<file path="src/rtl/rs_add_pkg.sv">
// Shared reservation-station definitions: default widths/depth and the entry field layout.
// Every reservation station imports this so entries look the same across all of them.
package rs_add_pkg;

    localparam int RS_DATA_WIDTH = 32;
    localparam int RS_TAG_WIDTH  = 4;
    localparam int RS_DEPTH      = 4;

    // An operand is either present (valid, data meaningful) or waiting on tag.
    typedef struct packed {
        logic                     valid;
        logic [RS_TAG_WIDTH-1:0]  tag;
        logic [RS_DATA_WIDTH-1:0] data;
    } rs_opnd_t;

    typedef struct packed {
        logic                    busy;
        logic [RS_TAG_WIDTH-1:0] dest;
        rs_opnd_t                src0;
        rs_opnd_t                src1;
    } rs_entry_t;

    function automatic int rs_occ_width(input int depth);
        return $clog2(depth) + 1;
    endfunction

endpackage

</file>
<file path="src/rtl/rs_add_find_first.sv">
// Lowest-set-bit finder: one-hot of the lowest request bit plus a found flag.
module rs_add_find_first #(
    parameter int WIDTH = 4
) (
    input  logic [WIDTH-1:0] req_i,
    output logic [WIDTH-1:0] onehot_o,
    output logic             found_o
);

    // Two's-complement trick isolates the lowest set bit.
    assign onehot_o = req_i & (~req_i + WIDTH'(1));
    assign found_o  = |req_i;

endmodule

</file>
<file path="src/rtl/rs_add.sv">
// Reservation station for the adder: holds dispatched adds until both operands are
// present, snoops the CDB for wakeup, and issues the lowest-index ready entry.
module rs_add
    import rs_add_pkg::*;
#(
    parameter int DATA_WIDTH = RS_DATA_WIDTH,
    parameter int TAG_WIDTH  = RS_TAG_WIDTH,
    parameter int DEPTH      = RS_DEPTH
) (
    input  logic                    clk,
    input  logic                    rst,
    input  logic                    disp_valid,
    output logic                    disp_ready,
    input  logic [TAG_WIDTH-1:0]    disp_tag,
    input  logic                    disp_rdy0,
    input  logic [TAG_WIDTH-1:0]    disp_src0_tag,
    input  logic [DATA_WIDTH-1:0]   disp_src0_data,
    input  logic                    disp_rdy1,
    input  logic [TAG_WIDTH-1:0]    disp_src1_tag,
    input  logic [DATA_WIDTH-1:0]   disp_src1_data,
    input  logic                    cdb_valid,
    input  logic [TAG_WIDTH-1:0]    cdb_tag,
    input  logic [DATA_WIDTH-1:0]   cdb_data,
    input  logic                    fu_idle,
    output logic                    fu_ce,
    output logic [DATA_WIDTH-1:0]   fu_data_0,
    output logic [DATA_WIDTH-1:0]   fu_data_1,
    output logic [TAG_WIDTH-1:0]    issued_tag,
    output logic [$clog2(DEPTH):0]  occupancy
);

    localparam int OCC_W = rs_occ_width(DEPTH);

    // Same field order as rs_entry_t, sized by this instance's parameters.
    typedef struct packed {
        logic                  valid;
        logic [TAG_WIDTH-1:0]  tag;
        logic [DATA_WIDTH-1:0] data;
    } opnd_t;

    typedef struct packed {
        logic                 busy;
        logic [TAG_WIDTH-1:0] dest;
        opnd_t                src0;
        opnd_t                src1;
    } entry_t;

    entry_t               entries_q [DEPTH];
    entry_t               entries_d [DEPTH];
    logic [TAG_WIDTH-1:0] issued_tag_q;
    logic [TAG_WIDTH-1:0] issued_tag_d;

    logic [DEPTH-1:0] busy_vec;
    logic [DEPTH-1:0] ready_vec;
    logic [DEPTH-1:0] free_oh;
    logic [DEPTH-1:0] sel_oh;
    logic             free_found;
    logic             sel_found;
    logic             disp_accept;

    function automatic opnd_t snoop(input opnd_t o, input logic cv,
                                    input logic [TAG_WIDTH-1:0] ct,
                                    input logic [DATA_WIDTH-1:0] cd);
        opnd_t r;
        r = o;
        if (!o.valid && cv && (o.tag == ct)) begin
            r.valid = 1'b1;
            r.data  = cd;
        end
        return r;
    endfunction

    always_comb begin
        for (int i = 0; i < DEPTH; i++) begin
            busy_vec[i]  = entries_q[i].busy;
            ready_vec[i] = entries_q[i].busy & entries_q[i].src0.valid & entries_q[i].src1.valid;
        end
    end

    assign occupancy   = OCC_W'($countones(busy_vec));
    assign disp_ready  = occupancy < OCC_W'(DEPTH);
    assign disp_accept = disp_valid & disp_ready & free_found;
    assign fu_ce       = fu_idle & sel_found;
    assign issued_tag  = issued_tag_q;

    rs_add_find_first #(.WIDTH(DEPTH)) u_alloc (
        .req_i    (~busy_vec),
        .onehot_o (free_oh),
        .found_o  (free_found)
    );

    rs_add_find_first #(.WIDTH(DEPTH)) u_select (
        .req_i    (ready_vec),
        .onehot_o (sel_oh),
        .found_o  (sel_found)
    );

    // The allocator only ever sees non-busy entries, so it cannot pick the issuing one.
    always_comb begin
        issued_tag_d = issued_tag_q;
        fu_data_0    = '0;
        fu_data_1    = '0;
        for (int i = 0; i < DEPTH; i++) begin
            entries_d[i] = entries_q[i];
            if (entries_q[i].busy) begin
                entries_d[i].src0 = snoop(entries_q[i].src0, cdb_valid, cdb_tag, cdb_data);
                entries_d[i].src1 = snoop(entries_q[i].src1, cdb_valid, cdb_tag, cdb_data);
            end
            if (fu_ce && sel_oh[i]) begin
                entries_d[i].busy = 1'b0;
                issued_tag_d      = entries_q[i].dest;
                fu_data_0         = fu_data_0 | entries_q[i].src0.data;
                fu_data_1         = fu_data_1 | entries_q[i].src1.data;
            end
            if (disp_accept && free_oh[i]) begin
                entries_d[i].busy = 1'b1;
                entries_d[i].dest = disp_tag;
                entries_d[i].src0 = snoop('{valid: disp_rdy0, tag: disp_src0_tag, data: disp_src0_data},
                                          cdb_valid, cdb_tag, cdb_data);
                entries_d[i].src1 = snoop('{valid: disp_rdy1, tag: disp_src1_tag, data: disp_src1_data},
                                          cdb_valid, cdb_tag, cdb_data);
            end
        end
    end

    // NOTE: the whole entry array is reset, not just busy, so a reset leaves no stale
    // operand state that a later partial write could expose.
    always_ff @(posedge clk or negedge rst) begin
        if (!rst) begin
            for (int i = 0; i < DEPTH; i++) entries_q[i] <= '0;
            issued_tag_q <= '0;
        end else begin
            for (int i = 0; i < DEPTH; i++) entries_q[i] <= entries_d[i];
            issued_tag_q <= issued_tag_d;
        end
    end

endmodule

</file>
<file path="config.mk">
export PLATFORM = sky130hd
export DESIGN_NAME = rs_add
export DESIGN_NICKNAME = d
export VERILOG_FILES = /design/src/rtl/rs_add_pkg.sv /design/src/rtl/rs_add_find_first.sv /design/src/rtl/rs_add.sv
export SDC_FILE = /design/constraint.sdc
export NUM_CORES = 1
export LEC_CHECK = 0
export BUFFER_PORTS_ARGS = -buffer_cell sky130_fd_sc_hd__buf_2
export CORE_ASPECT_RATIO = 0.7
export CORE_MARGIN = 2
export CORE_UTILIZATION = 40
export CTS_BUF_LIST = sky130_fd_sc_hd__clkbuf_2
export DETAILED_ROUTE_END_ITERATION = 12
export PLACE_DENSITY = 0.67
export SYNTH_ARGS = -nofsm -noshare
export SYNTH_HDL_FRONTEND = slang
export SYNTH_SLANG_ARGS = --single-unit
</file>
<file path="constraint.sdc">
create_clock -name clk -period 3.2 [get_ports clk]
set_clock_uncertainty 0.1 [all_clocks]
set_input_delay 0.64 -clock clk [delete_from_list [all_inputs] [get_ports clk]]
set_output_delay 0.64 -clock clk [all_outputs]
set_load 0.05 [all_outputs]
</file>
==> results.yml, run 1 <==
sta:
  fmax_mhz: 259.8
  finalSetupViolCount: 68
  tightest_slew_ns: 0.9032
  slew_violations: 0
  finalHoldViolations: 0
  fin_crit_sh_pct: 120.3
  fin_tns_setup_ns: -32.04
  max-slew-margin-rel_pct: 39.32
  rsz0062_at_grt: "true"
  setup_ws_ns: -0.6487
  fin_crit_ns: 3.849
  holdWs_ns: 0.1128
pwr:
  peakVddDrop_mv: 0.6319
  power_leakage_uw: 0.009752
  p_per_area_nw_per_um2: 1027
setup_path:
  path_max_fanout: 7
  startpoint_type: "register"
  r2r-start: "busy_vec[0]"
  critPathRequiredTime_ns: 2.46
  critPathArrivalTime_ns: 3.11
  crit_start: "busy_vec[0]"
  critPathKind: "reg2out"
  critPathCaptureType: "primary output"
finish:
  synthToLayoutAreaGrowth_pct: 29.41
  layout_commonest_cell: "dfrtp_1"
  final_nets: 2025
  layout-drive-gt1-share_pct: 28.88
  final_cell_mix: "dfrtp_1 (320), nand2_1 (265), inv_1 (139)"
  post-route-util_pct: 52.21
detailed_routing:
  vias_per_cell: 6.279
  first_pass_iters: 9
  met1_length_um: 25740
  topRoutingLayerUsed: "met4"
  drt_wl_total_um: 62750
  dr_wl_met2_um: 27450
  drt_iter0_markers: 2311
  vias: 15590
  drc_errors: 0
  wl_met3_um: 8020
  wl_per_cell_um: 25.27
  ant_nets: 0
die:
  initial_core_util_pct: 40.34
  die_w_um: 242.4
  io_pins: 192
  rows: 61
  core_area_um2: 39460
  die_y_um: 170.9
  die_area_um2: 41430
global_route:
  antenna_found_initial: 1
  grt-ovfl-total: 0
  grt_pass1_wl_um: 93920
  grt_use_total_pct: 29.38
  grt_max_degree: 77
  grt_pass1_vias: 15750
yosys:
  synth_cell_type_count: 43
  netlist_area_um2: 15920
  syn_avg_cell_area_um2: 10.15
  syn-num-nets: 1693
  ys_ff_latch: 320
  ys_seq_area_share_pct: 50.31
  ys_warn_count: 0
  synthCells: 1569
cts:
  cts-buffers-inserted: 80
  cts.clk_slew.worst_paths_ns: 0.13
  cts-root-buf: "clkbuf_2"
  htreeDepth: 3
  cts_tree: "yes"
  cts.sinks: 320
  clock_latency_ns: 1.02
  clockBufferDepth: 3
placed_design:
  port_buffers: 191
  pre_cts_ws_ns: 0.05466
  gp_congestion: 0.9016
  hpwlAfterDp_um: 36930
hold_path:
  worstHoldPathType: "in2async"
run:
  drv_cap: 0
run_status:
  status: "finished with violations"
  violations: "setup timing"
## state kept, by name, summed over array words and instances (netlist names)
register and flops:
busy_vec 4, entries_q 312, issued_tag 4
## metal layers
layer,global-route usage (%),vias to the layer above
met4,9.501,0
li1,-,6576
met5,0,-
met1,41.02,7796
met3,8.408,142
met2,44.00,1077
## Yosys cell counts (all sizes together)
cell type / n / area [um2]
o21ai: 22 / 113.9
buf: 62 / 340.3
o31a: 1 / 8.760
a2bb2oi: 1 / 8.760
nand2: 270 / 1013
a21oi: 4 / 20.02
a21o: 32 / 240.2
o221a: 128 / 1441
and3: 8 / 50.05
a32o: 36 / 360.4
nand3: 48 / 240.2
and4: 1 / 8.760
a22oi: 4 / 30.03
nor2b: 3 / 18.77
fa: 1 / 20.02
o2111a: 1 / 11.26
nor4: 2 / 12.51
and2: 5 / 31.28
nand2b: 34 / 212.7
a222oi: 97 / 970.9
inv: 143 / 536.8
mux2i: 4 / 40.04
a221oi: 32 / 280.3
nand4: 4 / 25.02
a221o: 36 / 360.4
mux2: 2 / 22.52
or3: 64 / 400.4
nor2: 6 / 22.52
dfrtp: 320 / 8008
xnor2: 22 / 192.7
or2: 1 / 6.260
nor3b: 2 / 20.02
clkbuf: 82 / 307.8
ha: 4 / 50.05
xor2: 15 / 131.4
nor3: 72 / 360.4
## metrics by stage
stage	total power, uW	area (um2)	std cells
6_report	21150	20600	2483
5_1_grt	22240	20600	2483
4_1_cts	20860	20400	2474
3_5_place_dp	16560	17780	2221
3_3_place_gp	16260	17780	2221
2_1_floorplan	13660	15920	1569
## report_power, final
part | leakage [uW] | internal [uW] | total (uW) | switching [uW]
registers | 0.00369 | 5940 | 7060 | 1120
logic | 0.00554 | 4860 | 11200 | 6300
clock network | 0.000523 | 1180 | 2930 | 1750
total | 0.00975 | 12000 | 21100 | 9170
## cell families (layout without fill, tap and decap cells)
| logic type | after synthesis | after routing | synth area share, % |
|---|---|---|---|
| DFF | 320 | 320 | 50.31 |
| muxes | 6 | 8 | 0.3930 |
| AOI/OAI and AO/OA | 394 | 395 | 24.16 |
| buffers and inverters | 287 | 661 | 7.444 |
| adders and majority gates | 5 | 5 | 0.4402 |
| and+or+nand+nor | 520 | 520 | 15.22 |
| other | 0 | 2 | 0 |
| xor gates and xnor gates | 37 | 37 | 2.036 |
## critical path, cell delays in order, from the launching register on
cell and delay (ns):
dfrtp_1 0.38, buf_6 0.14, nand3_4 0.07, and2_4 0.17, and3_4 0.26, buf_12 0.18
a222oi_1 0.47, nand2_1 0.21, buf_6 0.20
## cell type report
class	count	area, um2
well taps	535	669.4
fillers	3547	18860
repair buffers	391	3654
inverters	143	541.8
clock buffers	102	510.5
clock inverters	25	201.4
flip-flops and latches	320	8008
multi-input cells	965	7010
diodes	2	5.005
## worst paths after layout
check | end | slack [ns] | cells after the start
worst min register to register | entries_q[235] | 0.39 | 2
worst min-delay path | entries_q[211] | 0.11 | 2
max in group asynchronous | entries_q[17] | 2.03 | 3
worst max register to register | entries_q[213] | 0.12 | 11
worst max-delay path | fu_data_0[20] | -0.65 | 8
min in group clk | entries_q[273] | 0.17 | 5
## what timing repair did
| action | CTS | global route |
|---|---|---|
| endpoints found under the hold margin | 445 | 0 |
| setup endpoints to repair | 69 | 185 |
| gates cloned | 5 | 6 |
| buffers inserted | 9 | 2 |
| hold buffers | 112 | 0 |
| pin swaps | 51 | 21 |
| gates resized for setup | 171 | 16 |
Power figures use the tool's default switching activity.
==> run 2: changes to the inputs <==
- CORE_ASPECT_RATIO: 0.7 -> default
==> run 2 against run 1 <==
The run still ends with setup timing left. Via count decreased by 0.97%. Combinational power barely moved. Register-to-register slack got worse by 0.07 ns. Die area about the same. Sequential power about the same. Largest power group unchanged. Routed wire length decreased by 2.7%. Cell count up 1.0%.
==> results.yml, run 2 (synthesized netlist as in run 1, its figures left out) <==
detailed_routing:
  drc_errors: 0
  vias: 15440
  first_pass_iters: 8
  drt_wl_total_um: 61030
  vias_per_cell: 6.156
  wl_per_cell_um: 24.34
  ant_nets: 0
  drt_iter0_markers: 2048
sta:
  tightest_slew_ns: 0.7385
  fin_crit_ns: 3.646
  fmax_mhz: 274.3
  fin_crit_sh_pct: 113.9
  slew_violations: 0
  setup_ws_ns: -0.4458
  holdWs_ns: 0.09774
  finalHoldViolations: 0
  finalSetupViolCount: 68
  rsz0062_at_grt: "true"
  max-slew-margin-rel_pct: 50.66
cts:
  htreeDepth: 3
  clockBufferDepth: 3
  cts-root-buf: "clkbuf_2"
  cts_tree: "yes"
  cts.sinks: 320
  cts-buffers-inserted: 88
  cts.clk_slew.worst_paths_ns: 0.10
  clock_latency_ns: 1.00
setup_path:
  slowest_stage: "a222oi_1"
  crit_chain: "buf_6, nand3_4, buf_4, nor3b_4, buf_12, buf_12, a222oi_1, nand2_1, buf_6"
  startpoint_type: "register"
  r2r-start: "busy_vec[0]"
  critPathCaptureType: "primary output"
  critPathKind: "reg2out"
  r2r_slack_ns: 0.05
  cp_slowest_stage_delay_ns: 0.50
  critPathRequiredTime_ns: 2.46
  reg2reg_depth: 12
  path_max_fanout: 32
  critPathArrivalTime_ns: 2.91
  r2r_end: "entries_q[97]"
placed_design:
  hpwlAfterDp_um: 36440
  pre_cts_ws_ns: -0.003093
  gp_congestion: 0.8592
  port_buffers: 191
finish:
  synthToLayoutAreaGrowth_pct: 29.70
  max_flop_register: "entries_q"
  layout_commonest_cell: "dfrtp_1"
  final_nets: 2050
  layout-drive-gt1-share_pct: 30.04
  final_cell_mix: "dfrtp_1 (318), nand2_1 (270), inv_1 (139)"
  largest_reg_flops: 312
die:
  rows: 73
  core_area_um2: 39550
  die_w_um: 203.5
  die_area_um2: 41410
  initial_core_util_pct: 40.25
  die_y_um: 203.5
  io_pins: 192
global_route:
  grt-ovfl-total: 0
  antenna_found_initial: 2
  grt_pass1_wl_um: 93070
  grt_use_total_pct: 29.25
  grt_max_degree: 89
  grt_pass1_vias: 15960
run:
  drv_cap: 0
run_status:
  violations: "setup timing"
  status: "finished with violations"
pwr:
  power_leakage_uw: 0.009839
  peakVddDrop_mv: 0.4382
  p_per_area_nw_per_um2: 1024
hold_path:
  worstHoldPathType: "in2async"
[run 2: cell count changes in the layout (fill, tap and decap cells not counted), moves of 3 or more]
cell | previous run | this run
nand2_2 | 5 | 0
buf_4 | 50 | 73
buf_6 | 72 | 69
o21ai_4 | 4 | 1
clkbuf_2 | 102 | 120
o21ai_2 | 0 | 3
mux2_4 | 3 | 0
nand2_1 | 265 | 270
[run 2: layout make-up]
class                      count  area (um2)
antenna                        2       5.005
clock buffer                 120       600.6
clock inverter                25       158.9
fill                        3525       18900
inverter                     143       539.3
multi-input combinational    963        6933
sequential                   320        8010
tap                          525       656.9
timing repair buffer         410        3742
[run 2: how the worst max path moves through the flow]
stage	slack, ns	end	start
after global placement	0.09	entries_q[255]	busy_vec[1]
after CTS	-0.49	fu_data_0[3]	busy_vec[1]
final	-0.45	fu_data_0[28]	busy_vec[1]
after global routing	-0.57	fu_data_0[13]	busy_vec[0]
after floorplan	0.03	entries_q[295]	busy_vec[0]
after detailed placement	-0.003	entries_q[237]	busy_vec[1]
[run 2: metrics by stage]
step	utilization, %	cells	total power [uW]	TNS [ns]	instance area, um2
after floorplan	-	1569	13660	0	15920
after global routing	52.20	2508	22260	-31.89	20650
after global placement	45.12	2226	16340	0	17840
after CTS	51.77	2497	20880	-26.80	20470
final	52.20	2508	21150	-21.42	20650
after detailed placement	45.12	2226	16620	-0.003093	17840
[run 2: timing repair]
action / 4_1_cts / 5_1_grt
hold buffers: 112 / 0
resized for setup: 156 / 22
gates cloned: 6 / 2
pin swaps: 82 / 33
setup buffers: 8 / 8
endpoints found under the hold margin: 524 / 0
endpoints found under the setup margin: 81 / 154
[run 2: layer usage]
metal | track usage [%] | share of wire [%]
met2 | 44.71 | 45
met1 | 38.56 | 39
met4 | 15.62 | 4.7
met5 | 0 | 0
met3 | 6.951 | 11
[run 2: worst max-delay path, delay by kind of cell, from the launching register on]
| kind | cells | cell delay, ns |
|---|---|---|
| AND/OR/NAND/NOR | 3 | 0.28 |
| AO/OA/AOI/OAI | 1 | 0.50 |
| flip-flops | 1 | 0.40 |
| buffers and inverters | 5 | 0.74 |
[run 2: where the power goes]
part           internal [uW]  switching, uW
logic                   4890           6260
clock network           1160           1780
registers               5950           1110
